==> config.mk <==
export PLATFORM = sky130hd
export DESIGN_NAME = hs_fifo_buf
export DESIGN_NICKNAME = d
export VERILOG_FILES = /design/src/rtl/hs_fifo_buf.sv
export SDC_FILE = /design/constraint.sdc
export NUM_CORES = 1
export LEC_CHECK = 0
export ABC_AREA = 1
export CAP_MARGIN = 20
export CORE_ASPECT_RATIO = 2
export CORE_MARGIN = 2
export CORE_UTILIZATION = 60
export DETAILED_ROUTE_END_ITERATION = 8
export PLACE_DENSITY = 0.89
export RECOVER_POWER = 25
export SETUP_SLACK_MARGIN = 0.05
export SLEW_MARGIN = 40
export SYNTH_ARGS = -nofsm -noshare
export SYNTH_HDL_FRONTEND = slang
export SYNTH_SLANG_ARGS = --single-unit
==> constraint.sdc <==
create_clock -name clk -period 6.3 [get_ports clk]
set_input_delay 0.63 -clock clk [delete_from_list [all_inputs] [get_ports clk]]
set_output_delay 0.63 -clock clk [all_outputs]
set_load 0.05 [all_outputs]
==> src/rtl/hs_fifo_buf.sv <==
// Multi-entry buffer between a four-phase REQ/ACK producer and a four-phase REQ/ACK consumer.
// All handshake outputs are registered; a sticky flag records consumer ACKs seen without a REQ.
module hs_fifo_buf #(
   parameter int WIDTH       = 32,
   parameter int DEPTH       = 4,
   parameter int SYNC_STAGES = 2
) (
   input  logic                       clk,
   input  logic                       rst_n,
   input  logic                       StoB_REQ,
   input  logic [WIDTH-1:0]           DI,
   output logic                       BtoS_ACK,
   output logic                       BtoR_REQ,
   output logic [WIDTH-1:0]           DO,
   input  logic                       RtoB_ACK,
   output logic [$clog2(DEPTH+1)-1:0] count,
   output logic                       full,
   output logic                       empty,
   output logic                       proto_err
);

   localparam int PTR_W = (DEPTH > 1) ? $clog2(DEPTH) : 1;
   localparam int CNT_W = $clog2(DEPTH+1);
   localparam logic [PTR_W-1:0] LAST_PTR = PTR_W'(DEPTH-1);
   localparam logic [CNT_W-1:0] FULL_CNT = CNT_W'(DEPTH);

   typedef enum logic {
      W_IDLE,
      W_ACK
   } wstate_t;

   typedef enum logic [1:0] {
      R_IDLE,
      R_SETUP,
      R_REQ,
      R_DROP
   } rstate_t;

   wstate_t wState, wStateNxt;
   rstate_t rState, rStateNxt;

   logic             req_s;
   logic             ack_s;
   logic             push;
   logic             pop;
   logic             loadDo;
   logic             errSet;
   logic             sAckNxt;
   logic             rReqNxt;
   logic [PTR_W-1:0] wrPtr;
   logic [PTR_W-1:0] rdPtr;
   logic [WIDTH-1:0] mem [DEPTH];

   generate
      if (SYNC_STAGES == 0) begin : g_nosync
         assign req_s = StoB_REQ;
         assign ack_s = RtoB_ACK;
      end else if (SYNC_STAGES == 1) begin : g_sync1
         logic reqSync;
         logic ackSync;
         always_ff @(posedge clk or negedge rst_n) begin
            if (!rst_n) begin
               reqSync <= 1'b0;
               ackSync <= 1'b0;
            end else begin
               reqSync <= StoB_REQ;
               ackSync <= RtoB_ACK;
            end
         end
         assign req_s = reqSync;
         assign ack_s = ackSync;
      end else begin : g_syncn
         logic [SYNC_STAGES-1:0] reqSync;
         logic [SYNC_STAGES-1:0] ackSync;
         always_ff @(posedge clk or negedge rst_n) begin
            if (!rst_n) begin
               reqSync <= '0;
               ackSync <= '0;
            end else begin
               reqSync <= {reqSync[SYNC_STAGES-2:0], StoB_REQ};
               ackSync <= {ackSync[SYNC_STAGES-2:0], RtoB_ACK};
            end
         end
         assign req_s = reqSync[SYNC_STAGES-1];
         assign ack_s = ackSync[SYNC_STAGES-1];
      end
   endgenerate

   assign full  = (count == FULL_CNT);
   assign empty = (count == '0);

   always_comb begin
      wStateNxt = wState;
      sAckNxt   = BtoS_ACK;
      push      = 1'b0;
      case (wState)
         W_IDLE: begin
            if (req_s && !full) begin
               push      = 1'b1;
               sAckNxt   = 1'b1;
               wStateNxt = W_ACK;
            end
         end
         W_ACK: begin
            if (!req_s) begin
               sAckNxt   = 1'b0;
               wStateNxt = W_IDLE;
            end
         end
         default: begin
            sAckNxt   = 1'b0;
            wStateNxt = W_IDLE;
         end
      endcase
   end

   // A stale ACK in R_IDLE/R_SETUP only raises the flag; it is honoured once REQ is high.
   always_comb begin
      rStateNxt = rState;
      rReqNxt   = BtoR_REQ;
      loadDo    = 1'b0;
      pop       = 1'b0;
      errSet    = ack_s && ((rState == R_IDLE) || (rState == R_SETUP));
      case (rState)
         R_IDLE: begin
            if (!empty) begin
               loadDo    = 1'b1;
               rStateNxt = R_SETUP;
            end
         end
         R_SETUP: begin
            rReqNxt   = 1'b1;
            rStateNxt = R_REQ;
         end
         R_REQ: begin
            if (ack_s) begin
               rReqNxt   = 1'b0;
               pop       = 1'b1;
               rStateNxt = R_DROP;
            end
         end
         R_DROP: begin
            if (!ack_s) begin
               rStateNxt = R_IDLE;
            end
         end
         default: begin
            rReqNxt   = 1'b0;
            rStateNxt = R_IDLE;
         end
      endcase
   end

   always_ff @(posedge clk) begin
      if (push) begin
         mem[wrPtr] <= DI;
      end
   end

   always_ff @(posedge clk or negedge rst_n) begin
      if (!rst_n) begin
         wState    <= W_IDLE;
         rState    <= R_IDLE;
         BtoS_ACK  <= 1'b0;
         BtoR_REQ  <= 1'b0;
         DO        <= '0;
         wrPtr     <= '0;
         rdPtr     <= '0;
         count     <= '0;
         proto_err <= 1'b0;
      end else begin
         wState   <= wStateNxt;
         rState   <= rStateNxt;
         BtoS_ACK <= sAckNxt;
         BtoR_REQ <= rReqNxt;
         if (loadDo) begin
            DO <= mem[rdPtr];
         end
         if (push) begin
            wrPtr <= (wrPtr == LAST_PTR) ? '0 : wrPtr + 1'b1;
         end
         if (pop) begin
            rdPtr <= (rdPtr == LAST_PTR) ? '0 : rdPtr + 1'b1;
         end
         case ({push, pop})
            2'b10:   count <= count + 1'b1;
            2'b01:   count <= count - 1'b1;
            default: count <= count;
         endcase
         if (errSet) begin
            proto_err <= 1'b1;
         end
      end
   end

endmodule

# After elaboration in Yosys (flattened, before gate mapping)
# Memories as Yosys holds them, arrays and structs flattened. A register that Yosys moved wholly into a read port is not among the register bits.
# Index checks and enable logic that the tools add are counted.
classes:
  add_sub_neg: 4
  bitwise_logic: 1
  n_eq_ne: 13
  n_mux: 22
  reduce_logical: 12
op_table:
  columns: ["cell", "n"]
  rows:
  - ["1-bit 2-to-1 mux", 12]
  - ["2-bit == test, second input constant", 5]
  - ["2-bit 2-to-1 mux", 5]
  - ["2-bit != test, second input constant", 5]
  - ["2-bit one-hot mux with 4 select lines", 1]
  - ["1-bit one-hot mux with 2 select lines", 3]
  - ["3-bit one-hot mux with 2 select lines", 1]
  - ["2-bit by 1-bit adder with 2-bit output, second input constant", 2]
  - ["2-bit by 1-bit == test with 1-bit output, second input constant", 2]
  - ["2-bit AND reduction", 2]
  - ["2-bit nonzero test", 2]
  - ["3-bit by 1-bit adder with 3-bit output, second input constant", 1]
  - ["3-bit == test, second input constant", 1]
  - ["3-bit logical NOT", 1]
  - ["3-bit AND reduction", 1]
  - ["3-bit by 1-bit subtractor with 3-bit output, second input constant", 1]
  - ["1-bit logical AND", 2]
  - ["1-bit logical NOT", 2]
  - ["2-bit logical NOT", 1]
  - ["1-bit logical OR", 1]
  - ["1-bit inverter", 1]
word_totals:
  output_inout_bits: 40
  wordCells: 63
  ramBits: 128
  input_bits: 36
  ff_bits: 17
  memories: 1
memory_table:
  columns: ["name", "depth", "width", "read_ports", "rd_clocked_by_memory_dff", "write_ports", "line_no", "source"]
  rows:
  - ["mem", 4, 32, 1, 1, 1, "52", "logic [WIDTH-1:0] mem [DEPTH];"]

# Logic depth before layout (Yosys ltp)
# Gate-level depths: netlist (run 1).
logic_depth:
  depth_word: 7
  ltp_mapped: 11
  depth_no_buf: 11

# Least setup slack after synthesis (run 1)
# Ideal clock, no wire load.
synth_path:
  path_type: "reg-to-reg"
  startpoint: "register count[1]"
  endpoint: "memory mem[0][0], enable pin"
  stages_incl_launch_ff: 5
  n_path_buf: 0
  slack_ns: 3.490
  arrival_time_ns: 2.388
  required_time_ns: 5.879
  cell_sequence: "dfrtp_1 -> nor2_2 -> nand2_1 -> nand2_2 -> nor2_1"
synth_between:
  elab_chain_cells: 7
synth_rtl:
  columns: ["item", "line_no", "source"]
  rows:
  - ["start: declaration", "16", "output logic [$clog2(DEPTH+1)-1:0] count,"]
  - ["start signal: assignment", "186", "2'b10: count <= count + 1'b1;"]
  - ["start signal: assignment", "187", "2'b01: count <= count - 1'b1;"]
  - ["start signal: assignment", "188", "default: count <= count;"]
  - ["3-bit == test", "89", "assign full = (count == FULL_CNT);"]
  - ["1-bit logical NOT", "98", "if (req_s && !full) begin"]
  - ["1-bit logical AND", "98", null]
  - ["1-bit 2-to-1 mux", "98", null]
  - ["1-bit 2-to-1 mux", "96", "case (wState)"]
  - ["1-bit 2-to-1 mux", "155", "if (push) begin"]
  - ["1-bit 2-to-1 mux (not written as such)", "156", "mem[wrPtr] <= DI;"]
  - ["end: declaration", "52", null]
# Every way passes these cells.

==> results of run 1 <==
==> path summary, 6_finish.rpt <==
kind	from	cells past startpoint	to
max in group clk	count[0]	4	full
worst min register to register	g_syncn.reqSync[0]	0	g_syncn.reqSync[1]
worst max-delay path	rst_n	2	rdPtr[0]
worst max register to register	rState[0]	10	count[2]
min in group asynchronous	rst_n	2	DO[12]
worst min-delay path	g_syncn.reqSync[0]	0	g_syncn.reqSync[1]
==> sequential cells by signal (all words and copies together) (netlist names) <==
signal,count
mem,128
DO,32
count,3
g_syncn.ackSync,2
g_syncn.reqSync,2
rState,2
rdPtr,2
wrPtr,2
BtoR_REQ,1
BtoS_ACK,1
proto_err,1
wState,1
==> through the flow <==
step | power, mW | setup WS, ns
2_1_floorplan | 2.97 | 3.49
3_3_place_gp | 3.38 | 3.83
3_5_place_dp | 3.49 | 4.08
4_1_cts | 4.66 | 3.62
5_1_grt | 4.87 | 2.34
6_report | 4.65 | 3.06
==> where the power goes <==
| group | total, mW | internal (mW) | switching (mW) |
|---|---|---|---|
| combinational | 1.80 | 0.560 | 1.24 |
| clock | 1.14 | 0.688 | 0.447 |
| sequential | 1.71 | 1.53 | 0.185 |
| total | 4.65 | 2.78 | 1.87 |
==> cell usage after synthesis <==
cell type | instances | share of area [%]
edfxtp_1 | 128 | 51
inv_1 | 149 | 7.5
xnor2_1 | 1 | 0.12
dfrtp_1 | 49 | 16
a21oi_1 | 2 | 0.13
nor2_1 | 8 | 0.40
nand3_1 | 69 | 4.6
nand2_1 | 273 | 14
buf_4 | 4 | 0.40
nand2_2 | 2 | 0.17
buf_2 | 12 | 0.80
nand2_4 | 1 | 0.15
ha_1 | 10 | 1.7
buf_6 | 11 | 1.7
xor2_1 | 1 | 0.12
o21a_1 | 1 | 0.10
or2_1 | 1 | 0.083
inv_2 | 3 | 0.15
o21ai_1 | 4 | 0.27
a21o_1 | 1 | 0.10
o21ai_0 | 1 | 0.067
nor2_2 | 1 | 0.083
fa_1 | 1 | 0.27
==> kinds of logic (layout without fill, tap and decap cells) <==
kind of cell	after synthesis	count (layout)	share of synthesized area [%]
compound gates	9	9	0.667
xor+xnor	2	2	0.233
fa+ha+maj	11	11	1.93
buf+inv	179	268	10.5
flops	177	177	67.6
simple gates	355	355	19.1
==> per-layer routing <==
layer | share of wire (%) | vias to the layer above
met4 | 3.0 | 0
met5 | 0 | -
met1 | 36 | 2497
li1 | - | 2408
met3 | 5.2 | 40
met2 | 56 | 268
==> layout make-up <==
| class | count | share of cell area (%) |
|---|---|---|
| timing repair buffer | 84 | 10.1 |
| tap | 147 | 2.03 |
| multi-input combinational | 377 | 18.5 |
| clock inverter | 12 | 1.98 |
| inverter | 152 | 6.33 |
| sequential | 177 | 56.0 |
| clock buffer | 20 | 5.04 |
==> layout by cell type (no fill, tap or decap), types with 3 or more instances in the layout <==
cell             count
nand2_1            273
inv_1              149
edfxtp_1           128
nand3_1             69
clkdlybuf4s50_1     60
dfrtp_1             48
clkbuf_16           17
dlygate4sd3_1       14
ha_1                10
nor2_1               4
nor2_4               4
o21ai_1              4
bufinv_16            4
buf_16               4
inv_6                3
buf_8                3
==> results by group, run 1 <==
Status
  – Status: finished, violations left
  – Failing checks: max-capacitance violations, max-slew violations

Synthesis
  – Yosys reg bits: 177
  – Area of the mapped netlist: 0.00750 mm2
  – Gate Count Post-Synth: 733
  – Ys Warns: 0
  – Register area share after synthesis: 67.6%
  – Syn Area/Cell: 10.2 um2
  – Post-synth cell types: 23
  – Syn nets: 780

Timing
  – Slew HR: -91.0%
  – Final Hold Viols: 0
  – Maximum operating frequency: 309 MHz
  – Unrepaired setup endpoints after global routing: false
  – Fin. max-slew vios: 50
  – Hold_ws: 0.362 ns
  – Skew final: 0.00828 ns
  – Final setup viols: 0
  – Tcrit/Tclk final: 51.4%
  – Setup TNS: 0 ns
  – Actual slew at the worst max-slew pin: 2.87 ns
  – Fin crit period: 3.24 ns

Place
  – DP HPWL: 9.62 mm
  – Number of port buffers: 75
  – Placed instance count: 937
  – Placed Instance Area: 0.00843 mm2
  – Gpl congestion: 0.761

Cells and area
  – Final Core Density: 74.3%
  – Area delta synth->final: 20.7%
  – Fin cells: 969
  – Share of cells above drive strength 1: 6.20%
  – Finished layout cell area: 0.00906 mm2
  – FF+latch area: 0.00507 mm2
  – Layout filler cell count: 709
  – ANT cells: 0
  – Nets: 856
  – Multi-input gate area: 0.00168 mm2

Floorplanning
  – Ports: 76
  – CORE AREA: 0.0122 mm2
  – Site Rows: 57
  – Die Wd: 83.1 um
  – Starting Density: 61.5%
  – Die area: 0.0135 mm2
  – Die H: 162 um

Critical path
  – CP top delay family: buffers and inverters
  – Startpoint types: input pin
  – Reg-to-reg slack, setup: 4.13 ns
  – Worst path cell trace: buf_2, clkbuf_1
  – CP max-delay cell: clkbuf_1
  – Worst-path fanout max: 49
  – Crit path arrival time: 2.74 ns
  – Kind of critical path: input pin to asynchronous set/reset pin
  – Crit-path max cell delay: 2.02 ns
  – Crit path required time: 5.80 ns
  – CP bufs+invs: 2
  – CP endpoint kind: asynchronous set/reset pin

Clock tree
  – Resize count post-CTS: 0
  – Clock latency at the later pin of the worst-skew pair: 0.43 ns
  – CTS tree: built
  – H-tree lvl count: 4
  – Num CTS Buffers: 17
  – Sink Count: 177
  – Max Root-Sink Buffers: 2
  – Clk root buf: clkbuf_16
  – Hold-fix buffers, CTS: 0
  – Worst-path clk slew: 0.07 ns
  – Postcts setup bufs: 0

GRT
  – Vias in the first global route: 5328
  – Global route hottest layer: met2
  – Global-route wire length before repair: 26.2 mm
  – Largest net degree at the start of global routing: 68
  – Met3 Use GR: 4.12%
  – GR Util All Layers: 25.3%
  – Grt total ovfl: 0
  – Met1 Track Usage GR: 27.2%
  – Met2 Track Usage GR: 47.0%
  – Antenna violations before repair: 0

Route
  – Via count: 5213
  – Detailed-route wire length: 16.6 mm
  – Via-to-Cell Ratio: 5.38
  – Avg WL per Cell: 17.1 um
  – Routed Antenna Nets: 0
  – Drt initial violations: 603
  – 1st-pass router iterations: 6
  – DRC Markers: 0

Job
  – Max-cap violations: 1

Hold path
  – Min-delay worst type: flop to flop

Pwr
  – Max IR drop VDD: 0.426 mV
  – P_leak: 4.22 nW
  – Power Density: 513 mW/mm2
No activity file was read; power rests on OpenSTA's default activity.
==> run 2: changes to the inputs <==
--- a/config.mk
+++ b/config.mk
@@ -9,9 +9,9 @@
 export CAP_MARGIN = 20
 export CORE_ASPECT_RATIO = 2
 export CORE_MARGIN = 2
-export CORE_UTILIZATION = 60
+export CORE_UTILIZATION = 51
 export DETAILED_ROUTE_END_ITERATION = 8
-export PLACE_DENSITY = 0.89
+export PLACE_DENSITY = 0.81
 export RECOVER_POWER = 25
 export SETUP_SLACK_MARGIN = 0.05
 export SLEW_MARGIN = 40
==> constraint.sdc (replaced) <==
create_clock -name clk -period 2.7 [get_ports clk]
set_input_delay 0.27 -clock clk [delete_from_list [all_inputs] [get_ports clk]]
set_output_delay 0.27 -clock clk [all_outputs]
set_load 0.05 [all_outputs]
==> run 2 against run 1 <==
  * The flow now finishes without violations
  * Critical path depth rose by 2
  * Via count fell by 7.7%
  * Global-route usage fell by 6.3 points
  * Clock skew rose by 0.0013 ns
  * Hold slack got worse by 0.027 ns
==> results by group, run 2 (same netlist as run 1, synthesis figures left out) <==
Status
  – Status: finished, final reports clean

Critical path
  – CP endpoint kind: primary output
  – Crit path arrival time: 2.01 ns (-0.73 ns)
  – Startpoint types: flop
  – CP top delay family: buffers and inverters
  – Crit path required time: 2.43 ns (-3.37 ns)
  – Worst path cell trace: nor2_2, nand2_1, inv_1, clkdlybuf4s50_1
  – CP max-delay cell: clkdlybuf4s50_1
  – Kind of critical path: flop to primary output
  – Crit-path max cell delay: 0.79 ns (-1.23 ns)
  – CP bufs+invs: 2 (unchanged)
  – Worst-path fanout max: 4 (-92%)

GRT
  – GR Util All Layers: 18.9% (-6.3 points)
  – Vias in the first global route: 4727 (-11%)
  – Global-route wire length before repair: 22.9 mm (-13%)
  – Largest net degree at the start of global routing: 67 (-1.5%)
  – Grt total ovfl: 0 (unchanged)
  – Antenna violations before repair: 2 (+2)

Timing
  – Fin. max-slew vios: 0 (-100%)
  – Final setup viols: 0 (unchanged)
  – Unrepaired setup endpoints after global routing: false
  – Skew final: 0.00956 ns (+0.00128 ns)
  – Actual slew at the worst max-slew pin: 0.766 ns (-2.10 ns)
  – Min setup slack post-route: 0.422 ns (-2.64 ns)
  – Tcrit/Tclk final: 84.4%
  – Final Hold Viols: 0 (unchanged)
  – Slew HR: 48.9% (+140 points)
  – Maximum operating frequency: 439 MHz
  – Fin crit period: 2.28 ns

Clock tree
  – Postcts setup bufs: 0 (unchanged)
  – Clk root buf: clkbuf_16
  – Sink Count: 177 (unchanged)
  – H-tree lvl count: 4 (unchanged)
  – Hold-fix buffers, CTS: 1 (+1)
  – Max Root-Sink Buffers: 2 (unchanged)
  – Resize count post-CTS: 0 (unchanged)
  – Clock latency at the later pin of the worst-skew pair: 0.43 ns (about the same)
  – Worst-path clk slew: 0.07 ns (about the same)
  – Num CTS Buffers: 17 (unchanged)
  – CTS tree: built

Job
  – Max-cap violations: 0 (-1)

Cells and area
  – Top Registers: mem: 128 flops, DO: 32 flops, count: 3 flops
  – Commonest non-fill, non-tap cell in the layout: nand2_1
  – FF+latch area: 0.00507 mm2 (about the same)
  – Layout filler cell count: 1082 (+53%)
  – Nets: 857 (+0.12%)
  – Fin cells: 1017 (+5.0%)
  – Largest Register: mem
  – Multi-input gate area: 0.00168 mm2 (unchanged)
  – Share of cells above drive strength 1: 6.32% (+0.11 points)
  – Area delta synth->final: 20.0%
  – Max reg flops: 128 (unchanged)
  – Most frequent cells in the layout: 273 x nand2_1, 149 x inv_1, 128 x edfxtp_1

Floorplanning
  – Die H: 176 um (+8.3%)
  – Die Wd: 89.8 um (+8.1%)
  – CORE AREA: 0.0144 mm2 (+18%)
  – Ports: 76 (unchanged)
  – Starting Density: 52.3% (-9.2 points)
  – Die area: 0.0158 mm2 (+17%)
  – Site Rows: 62 (+8.8%)

Pwr
  – Int Pwr: 6.15 mW (+120%)
  – Seq pwr share: 36.9% (about the same)
  – Clk pwr share: 22.6% (-1.8 points)
  – Sw Ratio: 40.7% (+0.51 points)
  – P_leak: 4.19 nW (-0.88%)
  – Max IR drop VDD: 0.750 mV (+76%)
  – Logic pwr share: 40.5% (+1.8 points)
  – Power Density: 1150 mW/mm2 (+120%)
  – Net switching power: 4.23 mW (+130%)

Place
  – Placed instance count: 982 (+4.8%)
  – DP Worst Slack: 0.617 ns (-3.46 ns)
  – Gpl congestion: 0.772 (+1.5%)
  – Number of port buffers: 75 (unchanged)
  – DP HPWL: 8.37 mm (-13%)

Route
  – Via count: 4810 (-7.7%)
  – Via-to-Cell Ratio: 4.73 (-12%)
  – Routed Antenna Nets: 0 (unchanged)
  – Drt initial violations: 279 (-54%)
  – Avg WL per Cell: 13.8 um (-19%)
  – DRC Markers: 0 (unchanged)
  – Detailed-route wire length: 14.0 mm (-15%)
  – 1st-pass router iterations: 5 (-1)

Hold path
  – Min-delay worst type: input pin to asynchronous set/reset pin
-- run 2: stage by stage --
stage	power [mW]	utilization (%)	instance area (um2)	hold WS, ns	setup TNS [ns]
after floorplan	6.94	-	7500	-0.0256	-14.02
after global placement	8.02	58.6	8410	0.334	0
after detailed placement	8.12	58.6	8410	0.337	0
after CTS	10.5	62.7	8990	0.264	0
after global routing	11.0	62.7	9000	0.362	0
final	10.4	62.7	9000	0.336	0
-- run 2: final timing paths --
kind                                    startpoint                  to  slack [ns]  cells after the start
min in group clk                g_syncn.reqSync[0]  g_syncn.reqSync[1]        0.36                      0
worst max-delay path                      count[1]                full        0.42                      4
max in group asynchronous                    rst_n              DO[25]        1.74                      3
worst min register to register  g_syncn.reqSync[0]  g_syncn.reqSync[1]        0.36                      0
worst max register to register            count[1]            count[2]        0.61                      9
worst min-delay path                         rst_n              DO[10]        0.34                      2
-- run 2: per-layer routing --
| layer | track usage [%] | wire [um] | vias to the layer above |
|---|---|---|---|
| met5 | 0 | 0 | - |
| met4 | 10.6 | 422 | 0 |
| met3 | 3.56 | 475 | 29 |
| met2 | 34.9 | 7760 | 107 |
| met1 | 20.2 | 5380 | 2258 |
| li1 | - | - | 2416 |
-- run 2: worst register-to-register path, cell delays in order, from the launching register on --
cell	delay [ns]
dfrtp_1	0.41
nor2_2	0.17
nand2_1	0.13
nand2_2	0.29
ha_1	0.23
inv_1	0.06
fa_1	0.37
nand2_1	0.08
nand3_1	0.08
xor2_1	0.14
-- run 2: power groups by stage --
stage / Clock (mW) / Combinational (mW) / Sequential, mW
after CTS: 2.38 / 4.26 / 3.84
after detailed placement: 0 / 4.23 / 3.89
after floorplan: 0 / 2.14 / 4.80
after global routing: 2.48 / 4.61 / 3.90
final: 2.35 / 4.20 / 3.83
after global placement: 0 / 4.15 / 3.87
-- run 2: final cells by class --
type                    instances  area share, %
flip-flops and latches        177           56.3
multi-input cells             377           18.7
repair buffers                 85           9.59
inverters                     152           6.34
clock buffers                  19           4.81
well taps                     192           2.67
clock inverters                13           1.54
diodes                          2         0.0556
==> run 3: changes to the inputs <==
--- a/config.mk
+++ b/config.mk
@@ -9,9 +9,9 @@
 export CAP_MARGIN = 20
 export CORE_ASPECT_RATIO = 2
 export CORE_MARGIN = 2
-export CORE_UTILIZATION = 51
+export CORE_UTILIZATION = 57
 export DETAILED_ROUTE_END_ITERATION = 8
-export PLACE_DENSITY = 0.81
+export PLACE_DENSITY = 0.85
 export RECOVER_POWER = 25
 export SETUP_SLACK_MARGIN = 0.05
 export SLEW_MARGIN = 40
==> constraint.sdc (replaced) <==
create_clock -name clk -period 2.3 [get_ports clk]
set_input_delay 0.23 -clock clk [delete_from_list [all_inputs] [get_ports clk]]
set_output_delay 0.23 -clock clk [all_outputs]
set_load 0.05 [all_outputs]
==> run 3 against run 2 <==
  * Register-to-register slack got worse by 0.30 ns
  * Routed wire length increased by 11%
  * Die area decreased by 10%
==> results by group, run 3 (same netlist as run 1, synthesis figures left out) <==
Status
  – Status: finished, final reports clean

Cells and area
  – Share of cells above drive strength 1: 6.64% (+0.32 points)
  – Final Core Density: 69.5% (+6.8 points)
  – ANT cells: 0 (-2)
  – Largest Register: mem
  – Top Registers: mem: 128 flops, DO: 32 flops, count: 3 flops
  – Most frequent cells in the layout: 273 x nand2_1, 149 x inv_1, 128 x edfxtp_1
  – Area delta synth->final: 19.7%
  – Layout filler cell count: 880 (-19%)
  – Max reg flops: 128 (unchanged)
  – Commonest non-fill, non-tap cell in the layout: nand2_1
  – Nets: 862 (+0.58%)

GRT
  – Largest net degree at the start of global routing: 43 (-36%)
  – GR Util All Layers: 23.2% (+4.3 points)
  – Vias in the first global route: 5267 (+11%)
  – Grt total ovfl: 0 (unchanged)
  – Global-route wire length before repair: 24.9 mm (+9.1%)
  – Antenna violations before repair: 0 (-2)

Timing
  – Tcrit/Tclk final: 86.4%
  – Fin. max-slew vios: 0 (unchanged)
  – Final Hold Viols: 0 (unchanged)
  – Hold_ws: 0.283 ns (-0.0530 ns)
  – Min setup slack post-route: 0.314 ns (-0.108 ns)
  – Fin crit period: 1.99 ns
  – Maximum operating frequency: 503 MHz
  – Skew final: 0.00859 ns (-0.000974 ns)
  – Actual slew at the worst max-slew pin: 0.661 ns (-0.105 ns)
  – Slew HR: 55.9% (+7.0 points)
  – Final setup viols: 0 (unchanged)
  – Unrepaired setup endpoints after global routing: false

Clock tree
  – Clk root buf: clkbuf_16
  – CTS tree: built
  – H-tree lvl count: 4 (unchanged)
  – Max Root-Sink Buffers: 2 (unchanged)
  – Sink Count: 177 (unchanged)
  – Worst-path clk slew: 0.07 ns (about the same)
  – Num CTS Buffers: 17 (unchanged)
  – Clock latency at the later pin of the worst-skew pair: 0.42 ns (about the same)

Critical path
  – Worst-path fanout max: 6 (+2)
  – Reg-to-reg slack, setup: 0.31 ns (-0.30 ns)
  – RR Endpoint: count[2]
  – CP endpoint kind: flop
  – Crit path required time: 2.61 ns (+0.18 ns)
  – R2r startpoint: rState[0]
  – Kind of critical path: flop to flop
  – Worst Reg2Reg Path Length in Cells: 10 (+1)
  – Startpoint types: flop
  – Crit path arrival time: 2.29 ns (+0.28 ns)
  – Crit path launch: rState[0]

Floorplanning
  – Die H: 166 um (-5.3%)
  – Starting Density: 58.1% (+5.8 points)
  – Die area: 0.0142 mm2 (-10%)
  – Die Wd: 85.1 um (-5.2%)
  – Ports: 76 (unchanged)
  – Site Rows: 59 (-4.8%)
  – CORE AREA: 0.0129 mm2 (-10%)

Route
  – DRC Markers: 0 (unchanged)
  – Via count: 5014 (+4.2%)
  – Avg WL per Cell: 15.9 um (+15%)
  – Routed Antenna Nets: 0 (unchanged)
  – Detailed-route wire length: 15.6 mm (+11%)
  – 1st-pass router iterations: 5 (unchanged)
  – Drt initial violations: 309 (+11%)
  – Via-to-Cell Ratio: 5.12 (+8.2%)

Place
  – Number of port buffers: 75 (unchanged)
  – DP Worst Slack: 0.333 ns (-0.284 ns)
  – Gpl congestion: 0.786 (+1.8%)
  – DP HPWL: 9.69 mm (+16%)

Pwr
  – Power consumption: 12.3 mW (+18%)
  – Max IR drop VDD: 1.11 mV (+48%)
  – Power Density: 1370 mW/mm2 (+18%)
  – P_leak: 4.22 nW (+0.83%)

Job
  – Max-cap violations: 0 (unchanged)

Hold path
  – Min-delay worst type: input pin to asynchronous set/reset pin
==> run 3: cell types whose count changed in the layout (fill, tap and decap cells not counted) <==
| cell | change |
|---|---|
| buf_4 | +4 |
| inv_6 | -3 |
| clkinv_1 | +2 |
| diode_2 | -2 |
| inv_8 | -2 |
| buf_12 | +1 |
| clkbuf_8 | +1 |
| clkdlybuf4s50_1 | -1 |
| clkinv_2 | +1 |
| clkinvlp_4 | +1 |
| dlygate4sd2_1 | +1 |
| dlygate4sd3_1 | -1 |
| dlymetal6s2s_1 | +1 |
==> run 3: where the power goes <==
group	switching [mW]	internal, mW	total (mW)
registers	0.317	4.19	4.51
clock network	1.19	1.52	2.72
logic	3.49	1.55	5.05
total	5.00	7.27	12.3
==> run 3: worst max-delay path by stage <==
stage | end | slack (ns) | cells past startpoint
2_1_floorplan | mem[0][0] | -0.002 | 4
3_3_place_gp | count[2] | 0.40 | 10
3_5_place_dp | count[2] | 0.33 | 10
4_1_cts | empty | 0.1 | 4
5_1_grt | count[2] | 0.10 | 10
6_report | count[2] | 0.31 | 10
==> run 3: routing by layer <==
layer	part of all wire [%]	wire, um	GRT usage [%]	up-vias
met5	0	0	0	-
met4	4.0	617	12.9	0
met3	5.0	781	5.27	52
met2	56	8720	42.1	177
met1	35	5450	23.9	2366
li1	-	-	-	2419
==> run 3: worst max-delay path: stages (launching register included) <==
cell and delay (ns):
dfrtp_1 0.41, inv_1 0.09, ha_1 0.19, nand2_1 0.06, inv_1 0.16, ha_1 0.20
inv_1 0.07, fa_1 0.38, nand2_1 0.08, nand3_1 0.08, xor2_1 0.14
==> run 3: per-stage QoR <==
step	cell area [um2]	std cells	TNS, ns
6_report	8980	980	0
2_1_floorplan	7510	733	-0.266
5_1_grt	8980	980	0
4_1_cts	8980	980	0
3_5_place_dp	8410	947	0
3_3_place_gp	8410	947	0
==> run 3: layout make-up <==
cell class | instances | area [um2] | area share [%]
Sequential cell | 177 | 5070 | 56.5
Multi-Input combinational cell | 377 | 1680 | 18.7
Timing Repair Buffer | 90 | 915 | 10.2
Inverter | 152 | 571 | 6.35
Clock buffer | 20 | 447 | 4.97
Tap cell | 152 | 190 | 2.12
Clock inverter | 12 | 110 | 1.23
==> run 3: repair_timing <==
item | in CTS | in global routing
pin swaps | 0 | 0
hold buffers | 1 | 0
hold endpoints to repair | 30 | 0
setup buffers | 0 | 0
resized for setup | 1 | 1
setup endpoints to repair | 1 | 1
